File: src/rtl/spi_regfile_pkg.sv
// spi_regfile_pkg: shared FSM state type and command-frame layout for spi_regfile_slave
package spi_regfile_pkg;
  typedef enum logic [2:0] {IDLE, CMD, RD_DATA, WR_DATA, HOLD} state_e;
  localparam int CMD_W = 8;
  localparam int CMD_RD_BIT = 7;
  localparam int CMD_ADDR_MSB = 6;
endpackage

File: src/rtl/spi_pin_sync.sv
// spi_pin_sync: synchronises sclk/mosi/cs_n into clk and flags sclk rise/fall and cs_n fall
// Ports: clk, rst_n (async active-low); sclk_i/mosi_i/cs_n_i async pins;
//   mosi_o/cs_n_o synchronised levels; sclk_rise_o/sclk_fall_o/cs_fall_o single-cycle pulses.
module spi_pin_sync #(
  parameter int SYNC_STAGES = 2
) (
  input  logic clk,
  input  logic rst_n,
  input  logic sclk_i,
  input  logic mosi_i,
  input  logic cs_n_i,
  output logic mosi_o,
  output logic cs_n_o,
  output logic sclk_rise_o,
  output logic sclk_fall_o,
  output logic cs_fall_o
);
  logic [SYNC_STAGES-1:0] sclk_q, sclk_d, mosi_q, mosi_d, cs_q, cs_d;
  logic sclk_prev_q, sclk_prev_d, cs_prev_q, cs_prev_d;
  always_comb begin
    sclk_d = {sclk_q[SYNC_STAGES-2:0], sclk_i};
    mosi_d = {mosi_q[SYNC_STAGES-2:0], mosi_i};
    cs_d = {cs_q[SYNC_STAGES-2:0], cs_n_i};
    sclk_prev_d = sclk_q[SYNC_STAGES-1];
    cs_prev_d = cs_q[SYNC_STAGES-1];
  end
  always_ff @(posedge clk or negedge rst_n) begin
    if (!rst_n) begin
      sclk_q <= '0;
      mosi_q <= '0;
      cs_q <= '1;
      sclk_prev_q <= 1'b0;
      cs_prev_q <= 1'b1;
    end else begin
      sclk_q <= sclk_d;
      mosi_q <= mosi_d;
      cs_q <= cs_d;
      sclk_prev_q <= sclk_prev_d;
      cs_prev_q <= cs_prev_d;
    end
  end
  assign mosi_o = mosi_q[SYNC_STAGES-1];
  assign cs_n_o = cs_q[SYNC_STAGES-1];
  assign sclk_rise_o = sclk_q[SYNC_STAGES-1] & ~sclk_prev_q;
  assign sclk_fall_o = ~sclk_q[SYNC_STAGES-1] & sclk_prev_q;
  assign cs_fall_o = ~cs_q[SYNC_STAGES-1] & cs_prev_q;
endmodule

File: src/rtl/spi_regfile_slave.sv
// spi_regfile_slave: SPI mode-1 slave giving a master read/write access to a register file
// Ports: clk, rst_n (async active-low); sclk_i/mosi_i/cs_n_i async SPI pins;
//   miso_o/miso_oe_o data out and enable; regs_o flat register contents;
//   wr_strobe_o/wr_addr_o committed-write pulse and address; busy_o frame in progress.
// Build option SPI_BURST_EN: address auto-increments per data word within one frame.
module spi_regfile_slave
  import spi_regfile_pkg::*;
#(
  parameter int NUM_REGS = 4,
  parameter int DATA_W = 8,
  parameter logic [NUM_REGS*DATA_W-1:0] RESET_VALS = {24'h030201, 8'h96},
  parameter int SYNC_STAGES = 2,
  localparam int AW = NUM_REGS > 1 ? $clog2(NUM_REGS) : 1
) (
  input  logic                       clk,
  input  logic                       rst_n,
  input  logic                       sclk_i,
  input  logic                       mosi_i,
  input  logic                       cs_n_i,
  output logic                       miso_o,
  output logic                       miso_oe_o,
  output logic [NUM_REGS*DATA_W-1:0] regs_o,
  output logic                       wr_strobe_o,
  output logic [AW-1:0]              wr_addr_o,
  output logic                       busy_o
);
  logic mosi_s, cs_n_s, rise, fall, cs_fall;
  state_e state_q, state_d;
  logic [5:0] cnt_q, cnt_d;
  logic [CMD_W-2:0] cmd_q, cmd_d;
  logic [DATA_W-1:0] wsh_q, wsh_d, shadow_q, shadow_d, wr_word;
  logic [CMD_ADDR_MSB:0] addr_q, addr_d, addr_inc, ld_addr;
  logic [NUM_REGS*DATA_W-1:0] regs_q, regs_d;
  logic [AW-1:0] wr_addr_q, wr_addr_d, ld_idx;
  logic miso_q, miso_d, wr_strobe_q, wr_strobe_d, ld;
  logic [CMD_W-1:0] cmd_full;
  spi_pin_sync #(.SYNC_STAGES(SYNC_STAGES)) u_sync (
    .clk(clk), .rst_n(rst_n), .sclk_i(sclk_i), .mosi_i(mosi_i), .cs_n_i(cs_n_i),
    .mosi_o(mosi_s), .cs_n_o(cs_n_s), .sclk_rise_o(rise), .sclk_fall_o(fall), .cs_fall_o(cs_fall)
  );
  always_comb begin
    state_d = state_q;
    cnt_d = cnt_q;
    cmd_d = cmd_q;
    wsh_d = wsh_q;
    shadow_d = shadow_q;
    addr_d = addr_q;
    miso_d = miso_q;
    regs_d = regs_q;
    wr_strobe_d = 1'b0;
    wr_addr_d = wr_addr_q;
    ld = 1'b0;
    ld_addr = addr_q;
    cmd_full = {cmd_q, mosi_s};
    wr_word = DATA_W'({wsh_q, mosi_s});
    addr_inc = (32'(addr_q) == NUM_REGS - 1) ? '0 : addr_q + 1'b1;
    if (cs_n_s) begin
      state_d = IDLE;
      cnt_d = '0;
      miso_d = 1'b0;
    end else begin
      case (state_q)
        IDLE: state_d = cs_fall ? CMD : IDLE;
        CMD: if (fall) begin
          cmd_d = cmd_full[CMD_W-2:0];
          cnt_d = cnt_q + 6'd1;
          if (cnt_q == 6'(CMD_W - 1)) begin
            cnt_d = '0;
            addr_d = cmd_full[CMD_ADDR_MSB:0];
            state_d = cmd_full[CMD_RD_BIT] ? RD_DATA : WR_DATA;
            ld = cmd_full[CMD_RD_BIT];
            ld_addr = cmd_full[CMD_ADDR_MSB:0];
          end
        end
        RD_DATA: if (rise) begin
          miso_d = shadow_q[DATA_W-1];
          shadow_d = shadow_q << 1;
        end else if (fall) begin
          cnt_d = cnt_q + 6'd1;
          if (cnt_q == 6'(DATA_W - 1)) begin
            cnt_d = '0;
`ifdef SPI_BURST_EN
            addr_d = addr_inc;
            ld = 1'b1;
            ld_addr = addr_inc;
`else
            state_d = HOLD;
            miso_d = 1'b0;
`endif
          end
        end
        WR_DATA: if (fall) begin
          wsh_d = wr_word;
          cnt_d = cnt_q + 6'd1;
          if (cnt_q == 6'(DATA_W - 1)) begin
            cnt_d = '0;
            if (32'(addr_q) < NUM_REGS) begin
              regs_d[int'(AW'(addr_q)) * DATA_W +: DATA_W] = wr_word;
              wr_strobe_d = 1'b1;
              wr_addr_d = AW'(addr_q);
            end
`ifdef SPI_BURST_EN
            addr_d = addr_inc;
`else
            state_d = HOLD;
`endif
          end
        end
        HOLD: state_d = HOLD;
        default: state_d = IDLE;
      endcase
    end
    ld_idx = AW'(ld_addr);
    if (ld) shadow_d = (32'(ld_addr) < NUM_REGS) ? regs_q[int'(ld_idx) * DATA_W +: DATA_W] : '0;
  end
  always_ff @(posedge clk or negedge rst_n) begin
    if (!rst_n) begin
      state_q <= IDLE;
      cnt_q <= '0;
      cmd_q <= '0;
      wsh_q <= '0;
      shadow_q <= '0;
      addr_q <= '0;
      miso_q <= 1'b0;
      regs_q <= RESET_VALS;
      wr_strobe_q <= 1'b0;
      wr_addr_q <= '0;
    end else begin
      state_q <= state_d;
      cnt_q <= cnt_d;
      cmd_q <= cmd_d;
      wsh_q <= wsh_d;
      shadow_q <= shadow_d;
      addr_q <= addr_d;
      miso_q <= miso_d;
      regs_q <= regs_d;
      wr_strobe_q <= wr_strobe_d;
      wr_addr_q <= wr_addr_d;
    end
  end
  assign miso_o = miso_q;
  assign miso_oe_o = ~cs_n_s;
  assign regs_o = regs_q;
  assign wr_strobe_o = wr_strobe_q;
  assign wr_addr_o = wr_addr_q;
  assign busy_o = state_q != IDLE;
endmodule
File: config.mk
export PLATFORM = sky130hd
export DESIGN_NAME = spi_regfile_slave
export DESIGN_NICKNAME = d
export VERILOG_FILES = /design/src/rtl/spi_regfile_pkg.sv /design/src/rtl/spi_pin_sync.sv /design/src/rtl/spi_regfile_slave.sv
export SDC_FILE = /design/constraint.sdc
export NUM_CORES = 1
export LEC_CHECK = 0
export CAP_MARGIN = 15
export CORE_ASPECT_RATIO = 1.4
export CORE_MARGIN = 4
export CORE_UTILIZATION = 30
export CTS_BUF_LIST = sky130_fd_sc_hd__clkbuf_16
export DETAILED_ROUTE_END_ITERATION = 10
export PLACE_DENSITY = 0.51
export SLEW_MARGIN = 0
export SYNTH_ARGS = -nofsm -noshare
export SYNTH_HDL_FRONTEND = slang
export SYNTH_SLANG_ARGS = --single-unit
File: constraint.sdc
create_clock -name clk -period 1.9 [get_ports clk]
set_input_delay 0.475 -clock clk [delete_from_list [all_inputs] [get_ports clk]]
set_output_delay 0.475 -clock clk [all_outputs]
set_load 0.05 [all_outputs]
==> results of run 1 <==
[per-stage QoR]
step / power, mW / util (%) / instances
after floorplan: 2.23 / - / 331
after global placement: 2.49 / 37.7 / 552
after detailed placement: 2.51 / 37.7 / 552
after CTS: 4.42 / 41.3 / 572
after global routing: 4.72 / 43.3 / 578
final: 4.52 / 43.3 / 578
[sequential cells by signal, summed over array words and instances, names as in the netlist]
register and count:
u_sync.mosi_q 2, regs_o 32, u_sync.cs_q 2, wsh_q 7, cnt_q 6, u_sync.sclk_q 2
shadow_q 8, state_q 3, wr_addr_o 2, cmd_q 7, wr_strobe_o 1, u_sync.sclk_prev_q 1
u_sync.cs_prev_q 1, addr_q 7, miso_o 1
[cells by family (layout without fill, tap and decap cells)]
kind of cell,count (synthesis),in the layout
adder cells (fa/ha/maj),8,8
flip-flops,82,82
buffers and inverters,18,115
AND/OR/NAND/NOR,123,123
AO/OA/AOI/OAI,49,49
XOR/XNOR,4,4
multiplexers,47,47
[cells in the mapped netlist, types with 2 or more instances]
cell type / n
nand2b_1: 2
mux2i_1: 17
dfrtp_1: 71
mux2_4: 7
and2_1: 3
o21ai_0: 34
buf_2: 2
o221ai_1: 7
nand4_1: 2
nor3_1: 2
inv_1: 7
o21ai_1: 2
dfstp_2: 11
nand2_1: 80
nor3b_1: 3
mux2_2: 22
clkbuf_1: 5
nor2_1: 10
xor2_1: 3
ha_1: 8
or4_1: 2
nand3_1: 6
[power by group]
| group | switching [mW] | internal, mW |
|---|---|---|
| combinational | 0.361 | 0.401 |
| sequential | 0.0777 | 1.83 |
| clock | 0.702 | 1.15 |
[area by class of cell]
type | count | share of cell area, %
Clock inverter | 7 | 1.76
Clock buffer | 9 | 4.23
Multi-Input combinational cell | 231 | 34.0
Timing Repair Buffer | 92 | 17.2
Sequential cell | 82 | 38.8
Inverter | 7 | 0.493
Tap cell | 150 | 3.52
[how the worst max path moves through the flow]
stage,end,cells after the start
finish,wr_addr_o[0],6
global route,wr_addr_o[0],6
CTS,wr_addr_o[0],4
detailed placement,shadow_q[1],6
global placement,shadow_q[1],6
floorplan,shadow_q[0],7
[routing by layer]
| layer | vias to the layer above | share of wire [%] | GRT usage, % |
|---|---|---|---|
| li1 | 1343 | - | - |
| met4 | 0 | 1.9 | 5.25 |
| met3 | 12 | 2.7 | 3.24 |
| met1 | 1389 | 39 | 17.2 |
| met5 | - | 0 | 0 |
| met2 | 36 | 57 | 25.1 |
[what timing repair did]
action,in CTS,in global routing
endpoints found under the setup margin,22,45
setup buffers,3,4
resized for setup,27,71
cloned,1,3
pin swaps,4,12
==> impl_metrics.toml, run 1 <==
[cells_and_area]
antenna_cells = 0
final_common_cell = "dfrtp_1"
regArea_mm2 = 0.00207
fillCellCount = 1149
drive_gt1_share_pct = 48.1
final_area_mm2 = 0.00533
area_growth_pct = 42.0
nets = 436
multi_input_area_mm2 = 0.00181
layout_common_cells = "70 x dfrtp_1, 64 x buf_4, 59 x nand2_1, 20 x mux2_2, 20 x nand2_2"

[routing]
wire_per_inst_um = 17.4
drt_iter0_drc = 67
wl_um = 10100
via_per_inst = 4.81
drc = 0
drt_pass1_iterations = 4
ant_nets = 0
via_count = 2780

[min_path]
worstHoldPathType = "input pin to async pin"

[sta]
relSlewSlack_pct = 69.6
worst_slack_ns = -0.0832
rsz0062_at_grt = "yes"
clock_skew_ns = 0.00686
setup_viol = 18
hold_viol = 0
drv_slew = 0
fin_crit_sh_pct = 104
tightest_slew_ns = 0.456
fin_tns_setup_ns = -0.530
max_freq_ghz = 0.504
whs_ns = 0.0876
period_needed_ns = 1.98

[synth]
yosys-top-cells-area = "dfrtp_1 47%, nand2_1 8.0%, dfstp_2 7.7%"
netlist_instances = 331
synthFlopType = "dfrtp_1"
synth_compound_area_share_pct = 7.96
synth_top_family_by_area = "simple AND/OR/NAND/NOR gates"
synth-edff-count = 0
synth-simple-area-share_pct = 16.2
syn_area_mm2 = 0.00375
syn_area_per_cell_um2 = 11.3
syn_nets = 344
ys_ff_latch = 82
synth_seq_area_share_pct = 55.0
synth-xor-area-share_pct = 0.933
synthArstFlopShare_pct = 100
yosys.area_share.adder_pct = 2.67
synth_cell_types = 47
synth_top_area_cell = "dfrtp_1"
synthMuxAreaShare_pct = 14.5
yosys_warnings = 0
synth_top_area_share_pct = 47.3

[grt]
overflow = 0
grt_pass1_vias = 2973
track_usage_pct = 14.5
grt_pass1_wl_um = 15800
grt_max_degree = 33
antenna_found_initial = 0

[setup_path]
crit_chain = "or3b_4, buf_6, nor4_4, buf_4, and2_4, mux2_4"
critical_path_buf_inv_count = 2
critPathRequiredTime_ns = 2.12
crit_type = "flop to flop"
cp_max_fo = 3
cp-start-kind = "flop"
critPathLaunch = "state_q[2]"
cp.arrival_ns = 2.20
worst_r2r_endpoint = "wr_addr_o[0]"
crit_path_end_kind = "flop"
rrSetupSlack_ns = -0.08
slowest_stage = "or3b_4"
crit_family = "simple AND/OR/NAND/NOR gates"
reg2reg_from = "state_q[2]"
reg2reg_depth = 6
max_stage_delay_ns = 0.41

[pwr]
p_leak_nw = 2.44
ir_drop_mv = 0.434
power.density_mw_per_mm2 = 848

[placed_design]
placed_cell_area_mm2 = 0.00464
io_buffers = 42
place.gp.congestion = 0.773
place_ws_ns = -0.0946
dp_hpwl_um = 7140

[clocking]
clockBufferDepth = 2
h-tree-depth = 3
cts_sinks = 82
ctsHoldBuffers = 0
insertion_delay_ns = 0.34
numCtsBuffers = 9
root_buffer = "clkbuf_16"
cts.reportedPaths.clkPinSlew_ns = 0.06
tritoncts = "yes"

[floorplanning]
die_w_um = 103
die_area_mm2 = 0.0144
start_util_pct = 30.5
dieHeight_um = 140
rows = 48
core-area_mm2 = 0.0123
io_pins = 43

[run_status]
status = "finished with violations"
violations = "setup timing"

[job]
drv_cap = 0
(Power assumes the default switching activity.)
==> run 2, diff against run 1 <==
CORE_UTILIZATION = 40   (was 30)
PLACE_DENSITY = 0.63   (was 0.51)
==> impl_metrics.toml, run 2 (synthesis gave the netlist of run 1 again) <==
[routing]
drt_pass1_iterations = 4
ant_nets = 0
via_per_inst = 5.26
drt_iter0_drc = 74
via_count = 2780
wire_per_inst_um = 18.2
wl_um = 9610
drc = 0

[floorplanning]
die_w_um = 89.9
rows = 41
dieHeight_um = 123
start_util_pct = 41.4
io_pins = 43
die_area_mm2 = 0.0110
core-area_mm2 = 0.00908

[placed_design]
placedCellCount = 506
place.gp.congestion = 0.848
placed_cell_area_mm2 = 0.00457
io_buffers = 42
dp_hpwl_um = 6660

[clocking]
numCtsBuffers = 9
ctsHoldBuffers = 0
cts.reportedPaths.clkPinSlew_ns = 0.06
insertion_delay_ns = 0.33
cts_sinks = 82
h-tree-depth = 3
tritoncts = "yes"
clockBufferDepth = 2
root_buffer = "clkbuf_16"

[sta]
rsz0062_at_grt = "yes"
max_freq_ghz = 0.512
tightest_slew_ns = 0.419
hold_viol = 0
clock_skew_ns = 0.00787
drv_slew = 0
setup_viol = 10
period_needed_ns = 1.95
relSlewSlack_pct = 72.0
worst_slack_ns = -0.0515
whs_ns = 0.0827
fin_crit_sh_pct = 103

[cells_and_area]
stdcell_count = 529
area_growth_pct = 37.9
final_area_mm2 = 0.00518
layout_common_cells = "70 x dfrtp_1, 66 x nand2_1, 59 x buf_4, 24 x o21ai_1, 20 x mux2_2"
drive_gt1_share_pct = 42.9
antenna_cells = 0
largest_reg_flops = 32
nets = 430
fillCellCount = 786
final_common_cell = "dfrtp_1"

[grt]
track_usage_pct = 17.8
antenna_found_initial = 0
grt_pass1_wl_um = 15200
grt_pass1_vias = 2978
grt_max_degree = 33
overflow = 0

[setup_path]
crit_path_end_kind = "flop"
cp_max_fo = 5
rrSetupSlack_ns = -0.05
cp.arrival_ns = 2.16
cp-start-kind = "flop"
reg2reg_depth = 6
crit_type = "flop to flop"
critPathRequiredTime_ns = 2.11

[pwr]
p_leak_nw = 2.43
ir_drop_mv = 0.648
power.density_mw_per_mm2 = 878

[min_path]
worstHoldPathType = "input pin to async pin"

[run_status]
violations = "setup timing"
status = "finished with violations"

[job]
drv_cap = 0
==> run 2: critical path, stage by stage (launching register included) <==
cell,delay [ns]
dfrtp_1,0.39
or3b_4,0.41
buf_6,0.13
nor4_4,0.25
buf_6,0.18
and2_4,0.17
mux2_4,0.29
==> run 2: path summary, 6_finish.rpt <==
check,start,to
worst max register to register,state_q[2],wr_addr_o[0]
min in group clk,u_sync.sclk_q[0],u_sync.sclk_q[1]
max in group asynchronous,rst_n,u_sync.cs_q[1]
worst min-delay path,rst_n,wr_addr_o[1]
worst min register to register,u_sync.sclk_q[0],u_sync.sclk_q[1]
worst max-delay path,state_q[2],wr_addr_o[0]
==> run 2: where the power goes <==
| part | switching, mW | total [mW] | internal (mW) | leakage (nW) |
|---|---|---|---|---|
| clock | 0.663 | 2.07 | 1.40 | 0.178 |
| sequential | 0.0789 | 1.91 | 1.83 | 1.09 |
| combinational | 0.308 | 0.568 | 0.261 | 1.16 |
==> run 2: layer usage <==
| metal | vias to the layer above | share of wire [%] | track usage [%] |
|---|---|---|---|
| li1 | 1327 | - | - |
| met1 | 1384 | 39 | 20.7 |
| met2 | 53 | 55 | 32.0 |
| met3 | 16 | 3.3 | 3.07 |
| met4 | 0 | 2.8 | 8.43 |
| met5 | - | 0 | 0 |
==> run 2: area by class of cell <==
type                       instances  area [um2]  area share (%)
clock buffer                       9         225            4.35
clock inverter                     7         133            2.56
inverter                           7        26.3           0.507
multi-input combinational        231        1740            33.5
sequential                        82        2070            39.9
tap                              107         134            2.59
timing repair buffer              86         856            16.5
==> run 2: stage by stage <==
step | utilization [%] | setup slack (ns) | total power [mW] | TNS, ns
6_report | 57.0 | -0.0515 | 4.55 | -0.306
5_1_grt | 57.0 | -0.153 | 4.73 | -1.72
4_1_cts | 55.0 | -0.0633 | 4.57 | -0.363
3_5_place_dp | 50.3 | -0.0839 | 2.47 | -0.671
3_3_place_gp | 50.3 | -0.0640 | 2.46 | -0.522
2_1_floorplan | - | -0.108 | 2.23 | -0.748
==> run 2: what timing repair did <==
item | in CTS | in global routing
setup buffers | 1 | 1
endpoints found under the setup margin | 12 | 46
gates cloned | 1 | 4
pin swaps | 3 | 15
endpoints found under the hold margin | 0 | 0
gates resized for setup | 17 | 69
